**src/rtl/r200_pkg.sv**
```systemverilog
// Shared definitions for the r200 instruction-fetch stage: reset PC default,
// the NOP used as filler, the decode redirect-select encodings and the
// fetch-queue entry layout.
package r200_pkg;

    localparam logic [31:0] RESET_PC_DEFAULT = 32'h0000_0000;
    localparam logic [31:0] NOP_INSTR        = 32'h0000_0013;

    // Redirect select coming back from decode; 2'b11 behaves like sequential.
    typedef enum logic [1:0] {
        PCSEL_SEQ = 2'b00,
        PCSEL_BR  = 2'b01,
        PCSEL_JMP = 2'b10,
        PCSEL_RSV = 2'b11
    } pcsel_e;

    // One buffered fetch: the instruction word and the PC it was fetched from.
    typedef struct packed {
        logic [31:0] data;
        logic [31:0] pc;
    } fq_entry_t;

    // Word-align an address by clearing its two low bits.
    function automatic logic [31:0] word_align(input logic [31:0] addr);
        return {addr[31:2], 2'b00};
    endfunction

endpackage

```
**src/rtl/r200_if_if.sv**
```systemverilog
// Signal bundle between the fetch stage, instruction memory and decode.
//
// Handshakes: a memory request transfers on a cycle where imem_req and
// imem_ack are both high; a response transfers on any cycle with imem_rvalid
// high (no back-pressure, responses come back in request order); an
// instruction transfers to decode on a cycle where if_valid and id_ready are
// both high. pcsel/branchif and the target buses are only meaningful on that
// transfer cycle.
interface r200_if_if;

    logic        imem_req;
    logic [31:0] imem_addr;
    logic        imem_ack;
    logic        imem_rvalid;
    logic [31:0] imem_rdata;

    logic [31:0] instrn;
    logic [31:0] pc_addrout;
    logic [31:0] pcp4;
    logic        if_valid;
    logic        id_ready;

    logic [1:0]  pcsel;
    logic        branchif;
    logic [31:0] pc_brtarg;
    logic [31:0] jump_imm;
    logic [31:0] jump_addimm;

    // Fetch-stage view.
    modport master (
        output imem_req, imem_addr,
        input  imem_ack, imem_rvalid, imem_rdata,
        output instrn, pc_addrout, pcp4, if_valid,
        input  id_ready, pcsel, branchif, pc_brtarg, jump_imm, jump_addimm
    );

    // Memory/decode view.
    modport slave (
        input  imem_req, imem_addr,
        output imem_ack, imem_rvalid, imem_rdata,
        input  instrn, pc_addrout, pcp4, if_valid,
        output id_ready, pcsel, branchif, pc_brtarg, jump_imm, jump_addimm
    );

endinterface

```
**src/rtl/r200_fetchq.sv**
```systemverilog
// Small FIFO holding returned instruction words with their PCs. Flush empties
// it in one cycle and wins over push/pop. DEPTH must be a power of two so the
// pointers wrap naturally.
module r200_fetchq #(
    parameter int WIDTH = 64,
    parameter int DEPTH = 2
) (
    input  logic                         clk,
    input  logic                         rst,
    input  logic                         push_i,
    input  logic                         pop_i,
    input  logic                         flush_i,
    input  logic [WIDTH-1:0]             data_i,
    output logic [WIDTH-1:0]             head_o,
    output logic [$clog2(DEPTH+1)-1:0]   count_o
);

    localparam int              PW   = $clog2(DEPTH);
    localparam int              CW   = $clog2(DEPTH + 1);
    localparam logic [CW-1:0]   FULL = CW'(DEPTH);

    logic [WIDTH-1:0] mem_q [DEPTH];
    logic [PW-1:0]    wr_ptr_q, wr_ptr_d;
    logic [PW-1:0]    rd_ptr_q, rd_ptr_d;
    logic [CW-1:0]    count_q, count_d;
    logic             do_push, do_pop;

    // Pointer and occupancy next-state; a push into a full queue is only
    // allowed when the head leaves in the same cycle.
    always_comb begin
        do_pop   = pop_i && (count_q != '0);
        do_push  = push_i && ((count_q != FULL) || do_pop);
        wr_ptr_d = wr_ptr_q;
        rd_ptr_d = rd_ptr_q;
        count_d  = count_q;
        if (flush_i) begin
            wr_ptr_d = '0;
            rd_ptr_d = '0;
            count_d  = '0;
        end else begin
            if (do_push) wr_ptr_d = wr_ptr_q + PW'(1);
            if (do_pop)  rd_ptr_d = rd_ptr_q + PW'(1);
            count_d = count_q + CW'(do_push) - CW'(do_pop);
        end
    end

    // Pointer and occupancy registers.
    always_ff @(posedge clk or posedge rst) begin
        if (rst) begin
            wr_ptr_q <= '0;
            rd_ptr_q <= '0;
            count_q  <= '0;
        end else begin
            wr_ptr_q <= wr_ptr_d;
            rd_ptr_q <= rd_ptr_d;
            count_q  <= count_d;
        end
    end

    // Entry storage; contents are only meaningful while counted.
    always_ff @(posedge clk) begin
        if (do_push && !flush_i) mem_q[wr_ptr_q] <= data_i;
    end

    assign head_o  = mem_q[rd_ptr_q];
    assign count_o = count_q;

endmodule

```
**src/rtl/r200_if.sv**
```systemverilog
// r200 instruction-fetch stage: credit-limited in-order requests to
// instruction memory, a fetch queue feeding decode with no added latency,
// and redirect handling that discards wrong-path responses.
module r200_if
    import r200_pkg::*;
#(
    parameter logic [31:0] RESET_PC = RESET_PC_DEFAULT,
    parameter int          FQ_DEPTH = 2
) (
    input  logic      clk,
    input  logic      rst,
    r200_if_if.master bus
);

    localparam int            CW         = $clog2(FQ_DEPTH + 1);
    localparam logic [CW:0]   CREDIT_MAX = (CW + 1)'(FQ_DEPTH);

    logic [31:0]   fetch_pc_q, fetch_pc_d;
    logic [31:0]   resp_pc_q, resp_pc_d;
    logic [31:0]   last_pc_q, last_pc_d;
    logic [CW-1:0] outstanding_q, outstanding_d;
    logic [CW-1:0] drop_cnt_q, drop_cnt_d;

    logic [CW-1:0] fq_count;
    fq_entry_t     fq_head;
    fq_entry_t     fq_push_entry;
    logic [CW:0]   credits_used;
    logic          issue, accept, resp, keep;
    logic          fq_valid, fire, take;
    logic [31:0]   target;
    logic [31:0]   pc_out;

    // Request issue: a word may be requested only while in-flight plus
    // buffered words leave room in the queue, so responses never overflow it.
    always_comb begin
        credits_used = {1'b0, outstanding_q} + {1'b0, fq_count};
        issue        = !rst && (credits_used < CREDIT_MAX);
        accept       = issue && bus.imem_ack;
        resp         = bus.imem_rvalid;
    end

    // Decode handshake and redirect target selection.
    always_comb begin
        fq_valid = (fq_count != '0);
        fire     = fq_valid && bus.id_ready;
        take     = 1'b0;
        target   = '0;
        case (pcsel_e'(bus.pcsel))
            PCSEL_BR: begin
                take   = fire && bus.branchif;
                target = word_align(bus.pc_brtarg);
            end
            PCSEL_JMP: begin
                take   = fire;
                target = word_align(bus.jump_imm + bus.jump_addimm);
            end
            default: begin
                take   = 1'b0;
                target = '0;
            end
        endcase
    end

    // Credit, drop and PC next-state. On a redirect every request still in
    // flight after this cycle (including one accepted now) is wrong-path and
    // must be dropped; a response arriving in the redirect cycle is itself
    // wrong-path and is never enqueued.
    always_comb begin
        outstanding_d = outstanding_q + CW'(accept) - CW'(resp);
        keep          = resp && (drop_cnt_q == '0) && !take;
        fq_push_entry = '{data: bus.imem_rdata, pc: resp_pc_q};
        drop_cnt_d    = drop_cnt_q;
        fetch_pc_d    = fetch_pc_q;
        resp_pc_d     = resp_pc_q;
        if (take) begin
            drop_cnt_d = outstanding_d;
            fetch_pc_d = target;
            resp_pc_d  = target;
        end else begin
            if (resp && (drop_cnt_q != '0)) drop_cnt_d = drop_cnt_q - CW'(1);
            if (accept) fetch_pc_d = fetch_pc_q + 32'd4;
            if (keep)   resp_pc_d  = resp_pc_q + 32'd4;
        end
        // Remember the last presented PC so pc_addrout holds when empty.
        last_pc_d = fq_valid ? fq_head.pc : last_pc_q;
    end

    // State registers.
    always_ff @(posedge clk or posedge rst) begin
        if (rst) begin
            fetch_pc_q    <= RESET_PC;
            resp_pc_q     <= RESET_PC;
            last_pc_q     <= RESET_PC;
            outstanding_q <= '0;
            drop_cnt_q    <= '0;
        end else begin
            fetch_pc_q    <= fetch_pc_d;
            resp_pc_q     <= resp_pc_d;
            last_pc_q     <= last_pc_d;
            outstanding_q <= outstanding_d;
            drop_cnt_q    <= drop_cnt_d;
        end
    end

    r200_fetchq #(
        .WIDTH (64),
        .DEPTH (FQ_DEPTH)
    ) u_fetchq (
        .clk     (clk),
        .rst     (rst),
        .push_i  (keep),
        .pop_i   (fire && !take),
        .flush_i (take),
        .data_i  (fq_push_entry),
        .head_o  (fq_head),
        .count_o (fq_count)
    );

    assign pc_out         = fq_valid ? fq_head.pc : last_pc_q;
    assign bus.imem_req   = issue;
    assign bus.imem_addr  = fetch_pc_q;
    assign bus.if_valid   = fq_valid;
    assign bus.instrn     = fq_valid ? fq_head.data : NOP_INSTR;
    assign bus.pc_addrout = pc_out;
    assign bus.pcp4       = pc_out + 32'd4;

    // Memory must never return a word that was not requested.
    a_no_orphan_resp: assert property (@(posedge clk) disable iff (rst)
        resp |-> (outstanding_q != '0));

    // The credit rule guarantees a kept response always finds room.
    a_no_overflow: assert property (@(posedge clk) disable iff (rst)
        keep |-> ({1'b0, fq_count} < CREDIT_MAX));

endmodule
```
**src/flat_wrapper.sv**
```systemverilog
// flat-port wrapper written by rule: the top's interface ports become plain ports
module r200_if_flat import r200_pkg::*;
#(
    parameter logic [31:0] RESET_PC = RESET_PC_DEFAULT,
    parameter int          FQ_DEPTH = 2
)
  (clk, rst, bus_imem_req, bus_imem_addr, bus_imem_ack, bus_imem_rvalid, bus_imem_rdata, bus_instrn, bus_pc_addrout, bus_pcp4, bus_if_valid, bus_id_ready, bus_pcsel, bus_branchif, bus_pc_brtarg, bus_jump_imm, bus_jump_addimm);
  r200_if_if bus_i ();
  input  logic clk;
  input  logic rst;
  output wire logic [$bits(bus_i.imem_req)-1:0] bus_imem_req;
  output wire logic [$bits(bus_i.imem_addr)-1:0] bus_imem_addr;
  input wire logic [$bits(bus_i.imem_ack)-1:0] bus_imem_ack;
  input wire logic [$bits(bus_i.imem_rvalid)-1:0] bus_imem_rvalid;
  input wire logic [$bits(bus_i.imem_rdata)-1:0] bus_imem_rdata;
  output wire logic [$bits(bus_i.instrn)-1:0] bus_instrn;
  output wire logic [$bits(bus_i.pc_addrout)-1:0] bus_pc_addrout;
  output wire logic [$bits(bus_i.pcp4)-1:0] bus_pcp4;
  output wire logic [$bits(bus_i.if_valid)-1:0] bus_if_valid;
  input wire logic [$bits(bus_i.id_ready)-1:0] bus_id_ready;
  input wire logic [$bits(bus_i.pcsel)-1:0] bus_pcsel;
  input wire logic [$bits(bus_i.branchif)-1:0] bus_branchif;
  input wire logic [$bits(bus_i.pc_brtarg)-1:0] bus_pc_brtarg;
  input wire logic [$bits(bus_i.jump_imm)-1:0] bus_jump_imm;
  input wire logic [$bits(bus_i.jump_addimm)-1:0] bus_jump_addimm;
  assign bus_imem_req = bus_i.imem_req;
  assign bus_imem_addr = bus_i.imem_addr;
  assign bus_i.imem_ack = bus_imem_ack;
  assign bus_i.imem_rvalid = bus_imem_rvalid;
  assign bus_i.imem_rdata = bus_imem_rdata;
  assign bus_instrn = bus_i.instrn;
  assign bus_pc_addrout = bus_i.pc_addrout;
  assign bus_pcp4 = bus_i.pcp4;
  assign bus_if_valid = bus_i.if_valid;
  assign bus_i.id_ready = bus_id_ready;
  assign bus_i.pcsel = bus_pcsel;
  assign bus_i.branchif = bus_branchif;
  assign bus_i.pc_brtarg = bus_pc_brtarg;
  assign bus_i.jump_imm = bus_jump_imm;
  assign bus_i.jump_addimm = bus_jump_addimm;
  r200_if #(.RESET_PC(RESET_PC), .FQ_DEPTH(FQ_DEPTH)) u_core (.clk(clk), .rst(rst), .bus(bus_i));
endmodule
```
**config.mk**
```make
export PLATFORM = sky130hd
export DESIGN_NAME = r200_if_flat
export DESIGN_NICKNAME = d
export VERILOG_FILES = /design/src/rtl/r200_pkg.sv /design/src/rtl/r200_if_if.sv /design/src/rtl/r200_fetchq.sv /design/src/rtl/r200_if.sv /design/src/flat_wrapper.sv
export SDC_FILE = /design/constraint.sdc
export NUM_CORES = 1
export LEC_CHECK = 0
export BUFFER_PORTS_ARGS = -buffer_cell sky130_fd_sc_hd__buf_2
export CAP_MARGIN = 20
export CORE_ASPECT_RATIO = 0.9
export CORE_UTILIZATION = 45
export DETAILED_ROUTE_END_ITERATION = 8
export GPL_TIMING_DRIVEN = 1
export PLACE_DENSITY = 0.68
export SYNTH_ARGS = -nofsm -noshare
export SYNTH_HDL_FRONTEND = slang
export SYNTH_SLANG_ARGS = --single-unit
```
**constraint.sdc**
```tcl
create_clock -name clk -period 6.6 [get_ports clk]
set_clock_uncertainty 0.1 [all_clocks]
set_input_delay 0.66 -clock clk [delete_from_list [all_inputs] [get_ports clk]]
set_output_delay 0.66 -clock clk [all_outputs]
set_load 0.01 [all_outputs]
```
==> impl_metrics.ini, run 1 <==
[outcome]
status = complete, no violations

[worst_setup_path]
setup.worst_path.start_class = flip-flop
regToRegEndpoint = u_core.bus.imem_addr[31]$_DFFE_PP0N_
crit_chain = mux2i_1 > a21oi_2 > and3_1 > and3b_4 > nand3_2 > or2_1 > nand4b_4 > xnor2_2 > buf_2
slowest_delay_ns = 1.15
crit_type = reg -> out
cp_data_arrival_time_ns = 3.78
slowest_stage = dfrtp_4
r2r_setup_slack_ns = 2.68
endpoint_kind = output port
crit_fanout = 63
r2r-start = u_core.u_fetchq.count_o[0]$_DFF_PP0_
required_ns = 5.84
rr_worst_depth = 10

[logic_synthesis]
synth_warnings = 0
syn-instance-count = 1137
synth_common_cells = edfxtp_1, dfrtp_1, nand2_1
synth_area_leaders = edfxtp_1, dfrtp_1, mux2i_1
ys_dominant_reg_cell = edfxtp_1
synth.ff_latch_count = 224
syn_area_um2 = 12300
seq_area_frac_synth_pct = 50.8
synth-edff-count = 124
ys_types = 88
yosysTopAreaCell = edfxtp_1
yosysTopAreaCellShare_pct = 30.4
syn_area_per_cell_um2 = 10.8
synth_most_common_cell = edfxtp_1
postSynth.asyncResetShare_pct = 44.6

[clock_tree]
ctsResizeCount = 0
cts_made_buffers = 24
root_buffer = clkbuf_16
cts.hold.buffers_added = 0
cts_max_level = 1
tritoncts = done
clkLatencyLatePin_ns = 0.50
clockBufferDepth = 3
post-cts-setup-buffers = 0
clk_pin_slew_ns = 0.06
cts.sink_count = 224

[route]
firstDrtPassIters = 7
post_drt_via_cell_ratio = 5.49
routedWlPerCell_um = 17.5
drt_wl_total_um = 30700
drt_iter0_markers = 741
drtAntennaViolNets = 0
drc = 0
vias = 9611

[placement]
post-dp-hpwl_um = 22300
dp.cells = 1706
place_congestion = 0.894
dpl_cell_area_um2 = 13800
dp_slack_ns = 2.52
portBuffers = 261

[timing]
min_period_ns = 4.54
worstMarginPinSlew_ns = 1.09
worst_slack_ns = 2.06
maxSlewHeadroom_pct = 27.5
slew_violations = 0
holdWs_ns = 0.0729
rsz0062_at_grt = no
finalCritPeriodShare_pct = 68.7
fmax_mhz = 220
fin_tns_setup_ns = 0
finalSetupViolations = 0
hold_viol = 0

[global_routing]
grtUsageTotal_pct = 21.8
grt_start_max_net_pins = 74
grt_pass1_vias = 8902
grt_pass1_wl_um = 48000
antenna_found_initial = 0
overflow = 0

[power_and_ir_drop]
intPower_mw = 3.66
ir_drop_uv = 235
finalPower_mw = 5.90
power_density_nw_per_um2 = 404
swShare_pct = 38.0
p_leak_nw = 6.21
switching_power_mw = 2.24
pwr-share-clk_pct = 23.0
sequentialPowerShare_pct = 37.9
p_comb_share_pct = 39.1

[floorplanning]
core_area_um2 = 26400
die_height_um = 159
start_util_pct = 46.4
io_pins = 266
fp.dieW_um = 176
placementRows = 56
die_area_um2 = 27900

[final_layout]
antenna_cells = 0
fin_nets = 1561
finalInstanceArea_um2 = 14600
area_delta_synth_final_pct = 19.4
drive_gt1_share_pct = 25.6
final_cells = 1750
fin_util_pct = 55.4

[min_path]
hp-class = in -> async

[run]
drv_cap = 0
## how the worst max path moves through the flow
stage                     cells after the start                                 start  slack (ns)                                      to
final                                         9  u_core.u_fetchq.rd_ptr_q$_DFFE_PP0P_        2.06                            bus_pcp4[31]
after global routing                          9  u_core.u_fetchq.rd_ptr_q$_DFFE_PP0P_        1.82                            bus_pcp4[31]
after CTS                                     9  u_core.u_fetchq.rd_ptr_q$_DFFE_PP0P_        2.00                            bus_pcp4[31]
after detailed placement                     12                          bus_pcsel[1]        2.52        u_core.resp_pc_q[14]$_DFFE_PP0P_
after global placement                       12                          bus_pcsel[1]        2.55        u_core.resp_pc_q[14]$_DFFE_PP0P_
after floorplan                               8                          bus_pcsel[1]        1.59  u_core.u_fetchq.mem_q[0][10]$_DFFE_PP_
## power by group through the flow
stage | Sequential (mW) | Clock [mW] | Combinational, mW
finish | 2.24 | 1.36 | 2.31
global route | 2.29 | 1.44 | 2.56
CTS | 2.24 | 1.38 | 2.34
detailed placement | 2.26 | 0 | 2.32
global placement | 2.24 | 0 | 2.30
floorplan | 2.10 | 0 | 1.66
## per-layer routing
metal | global-route usage [%] | share of wire (%)
met1 | 31.5 | 47
met5 | 0 | 0
met2 | 34.1 | 45
met3 | 4.15 | 7.4
met4 | 4.60 | 1.3
## final cells by class
cell class	instances	area, um2
clock buffers	33	676
clock inverters	11	136
fillers	2314	11800
inverters	33	126
multi-input cells	830	5640
flip-flops and latches	224	6230
well taps	348	435
repair buffers	271	1380
## kinds of logic (layout without fill, tap and decap cells)
group,Yosys count,after routing,synth area share [%]
compound gates,263,263,14.1
xor+xnor,84,84,6.07
fa+ha+maj,41,41,4.25
buf+inv,84,348,3.38
flops,224,224,50.8
mux,72,72,5.96
other cells,1,2,0.0306
simple gates,368,368,15.4
## placed cells by master (no fill, tap or decap), types with 6 or more instances in the layout
master	count
buf_2	261
edfxtp_1	124
nand2_1	100
dfrtp_1	99
nor2_1	96
a21oi_1	79
mux2i_1	66
xnor2_1	52
ha_1	40
nand3_1	37
o21ai_0	34
xor2_1	31
inv_1	31
clkbuf_16	25
nor3_1	23
a31oi_1	23
nand4_1	18
a21o_1	16
and3_1	16
a221oi_1	15
and2_1	14
o21a_1	14
o21ai_1	10
buf_4	10
nor2b_1	6
a211oi_1	6
a22oi_1	6
a21oi_2	6
clkbuf_1	6
## worst max-delay path, delay by kind of cell, from the launching register on
kind	cells	cell delay, ns
simple gates	5	1.22
flops	1	1.15
compound gates	1	0.34
mux	1	0.21
xor+xnor	1	0.17
buf+inv	1	0.16
## registers in the layout, indices dropped and copies added, names as in the netlist, 2 cells and up
register,count
u_core.u_fetchq.count_o,2
u_core.u_fetchq.mem_q,124
u_core.bus.imem_addr,30
u_core.drop_cnt_q,2
u_core.outstanding_q,2
u_core.resp_pc_q,30
u_core.last_pc_q,32
Note: power is estimated with default switching activity, not from simulation.
==> inputs of run 2 (changes only) <==
- ABC_AREA: default -> 1
- PLACE_DENSITY: 0.68 -> 0.7
- clock period: 6.6 -> 3.9 ns (I/O delays scaled with it)
==> run 2 against run 1 <==
Compared with the run above: combinational power is 140% higher; count of clock-buffer cells in the layout stayed put; final area is 13% higher; final cell count is 43% higher; clock power is 62% higher; register-to-register slack worse by 2.1 ns; global-route usage is 2.8 points higher; via count is 34% higher; synthesized cell count is 58% higher; routed wire length is 27% higher; critical endpoint is now bus_pcp4[28].
==> impl_metrics.ini, run 2 <==
[outcome]
status = complete, no violations

[placement]
dp.cells = 2428
post-dp-hpwl_um = 28800
portBuffers = 261
dp_slack_ns = 0.688
place_congestion = 0.927

[route]
drc = 0
drtAntennaViolNets = 0
routedWlPerCell_um = 15.5
firstDrtPassIters = 7
vias = 12900
post_drt_via_cell_ratio = 5.16
drt_iter0_markers = 1125
drt_wl_total_um = 38800

[worst_setup_path]
worst_path_dominant_cell_family = simple AND/OR/NAND/NOR gates
required_ns = 3.41
slowest_stage = buf_4
crit_type = reg -> out
crit_fanout = 47
cpMostUsedCell = nand2_1
cp_data_arrival_time_ns = 3.14
crit_chain = or2_4 > buf_4 > nand2_1 > nand2_1 > and2_1 > nand2_1 > nor3_1 > nand3_1 > nor2_1 > xor2_1 > buf_2
slowest_delay_ns = 0.54
setup.worst_path.start_class = flip-flop
endpoint_kind = output port
critPathBufInv = 2

[timing]
worstMarginPinSlew_ns = 1.04
maxSlewHeadroom_pct = 30.9
fmax_mhz = 275
rsz0062_at_grt = no
finalCritPeriodShare_pct = 93.2
slew_violations = 0
min_period_ns = 3.63
finalSetupViolations = 0
hold_viol = 0
worst_slack_ns = 0.266

[floorplanning]
placementRows = 60
start_util_pct = 45.9
die_area_um2 = 31300
fp.dieW_um = 186
die_height_um = 168
io_pins = 266
core_area_um2 = 30000

[logic_synthesis]
synth-edff-count = 124
synth_common_cells = nand2_1, inv_1, nor2_1
seq_area_frac_synth_pct = 45.2
syn_area_um2 = 13800
postSynth.asyncResetShare_pct = 44.6
synth_warnings = 0
ys_types = 52
yosysTopAreaCellShare_pct = 27.0
synth.ff_latch_count = 224
syn_area_per_cell_um2 = 7.67
synth_area_leaders = edfxtp_1, dfrtp_1, nand2_1
yosysTopAreaCell = edfxtp_1
synth_most_common_cell = nand2_1
ys_dominant_reg_cell = edfxtp_1
syn-instance-count = 1798

[clock_tree]
cts_max_level = 1
root_buffer = clkbuf_16
clk_pin_slew_ns = 0.06
tritoncts = done
clockBufferDepth = 3
clkLatencyLatePin_ns = 0.53
cts_made_buffers = 24
cts.sink_count = 224

[final_layout]
largest_reg_flops = 124
area_delta_synth_final_pct = 20.4
fin_nets = 2262
fin_util_pct = 55.3
drive_gt1_share_pct = 17.6
max_flop_register = u_core.u_fetchq.mem_q
fillers = 2884
antenna_cells = 0
final_cells = 2506
final_cell_mix = nand2_1, buf_2, inv_1, nor2_1, edfxtp_1
layout_commonest_cell = nand2_1
reg_top3 = u_core.u_fetchq.mem_q (124), u_core.last_pc_q (32)

[power_and_ir_drop]
power_density_nw_per_um2 = 700
finalPower_mw = 11.6
p_leak_nw = 8.01
ir_drop_uv = 449

[global_routing]
grtUsageTotal_pct = 24.6
overflow = 0
grt_start_max_net_pins = 77
grt_pass1_vias = 12000
grt_pass1_wl_um = 62600
antenna_found_initial = 0

[min_path]
hp-class = in -> reg

[run]
drv_cap = 0
==> run 2: cell count changes in the layout (fill, tap and decap cells not counted), sizes merged, moves of 23 or more <==
cell | before | now
a21oi | 85 | 108
nand2 | 101 | 600
mux2i | 67 | 0
xnor2 | 53 | 24
nand3 | 39 | 88
dlygate4sd3 | 0 | 33
nor2 | 102 | 194
inv | 33 | 231
==> run 2: cell type report <==
type / instances / area (um2) / area share [%]
Clock buffer: 33 / 634 / 3.82
Clock inverter: 11 / 120 / 0.724
Inverter: 233 / 878 / 5.29
Multi-Input combinational cell: 1291 / 6420 / 38.7
Sequential cell: 224 / 6230 / 37.5
Tap cell: 403 / 504 / 3.04
Timing Repair Buffer: 311 / 1810 / 10.9
==> run 2: what timing repair did <==
action,4_1_cts,5_1_grt
setup endpoints to repair,0,3
resized for setup,0,1
hold buffers,32,1
buffers inserted,0,0
hold endpoints to repair,64,23
==> run 2: worst reg2reg max path, stage by stage (launching register included) <==
cell     delay (ns)
dfrtp_1        0.43
nand2_1        0.09
inv_1          0.05
fa_1           0.47
nor3_1         0.10
nand2_1        0.07
buf_4          0.21
inv_1          0.12
nor2_2         0.81
inv_2          0.44
nand2_1        0.17
inv_1          0.05
a21oi_1        0.13
==> run 2: cell families (layout without fill, tap and decap cells) <==
family | count (synthesis) | after routing | share of synthesized area (%)
AO/OA/AOI/OAI | 227 | 227 | 9.90
XOR/XNOR | 56 | 56 | 3.56
adder cells (fa/ha/maj) | 41 | 41 | 3.78
buffers and inverters | 284 | 588 | 8.36
flip-flops | 224 | 224 | 45.2
other | 1 | 2 | 0.0272
AND/OR/NAND/NOR | 965 | 965 | 29.2
==> run 2: path summary, 6_finish.rpt <==
| path | startpoint | to | slack, ns | depth (start not counted) |
|---|---|---|---|---|
| max | u_core.u_fetchq.count_o[0]$_DFF_PP0_ | bus_pcp4[28] | 0.27 | 11 |
| min | bus_id_ready | u_core.u_fetchq.rd_ptr_q$_DFFE_PP0P_ | 0.08 | 4 |
| max reg2reg | u_core.u_fetchq.count_o[0]$_DFF_PP0_ | u_core.bus.imem_addr[23]$_DFFE_PP0N_ | 0.57 | 12 |
| min reg2reg | u_core.resp_pc_q[29]$_DFFE_PP0P_ | u_core.u_fetchq.mem_q[1][29]$_DFFE_PP_ | 0.41 | 0 |
| max in group asynchronous | rst | u_core.last_pc_q[7]$_DFF_PP0_ | 2.37 | 5 |
| min in group asynchronous | rst | u_core.drop_cnt_q[0]$_DFFE_PP0P_ | 0.34 | 3 |
==> run 2: per-stage QoR <==
step / instance area [um2] / setup TNS [ns] / hold WS (ns)
global route: 16600 / 0 / 0.102
detailed placement: 15500 / 0 / 0.401
global placement: 15500 / 0 / 0.392
CTS: 16600 / 0 / 0.0514
floorplan: 13800 / -105.04 / 0.342
finish: 16600 / 0 / 0.0809
==> run 2: metal layers <==
metal | track usage, % | vias to the layer above | routed length, um
li1 | - | 6388 | -
met2 | 40.1 | 539 | 17400
met5 | 0 | - | 0
met3 | 2.88 | 67 | 2860
met4 | 6.59 | 0 | 980
met1 | 34.9 | 5929 | 17500
==> run 2: power breakdown <==
part | internal, mW | switching, mW
clock network | 1.28 | 0.923
logic | 1.93 | 3.62
registers | 3.28 | 0.593
total | 6.48 | 5.14
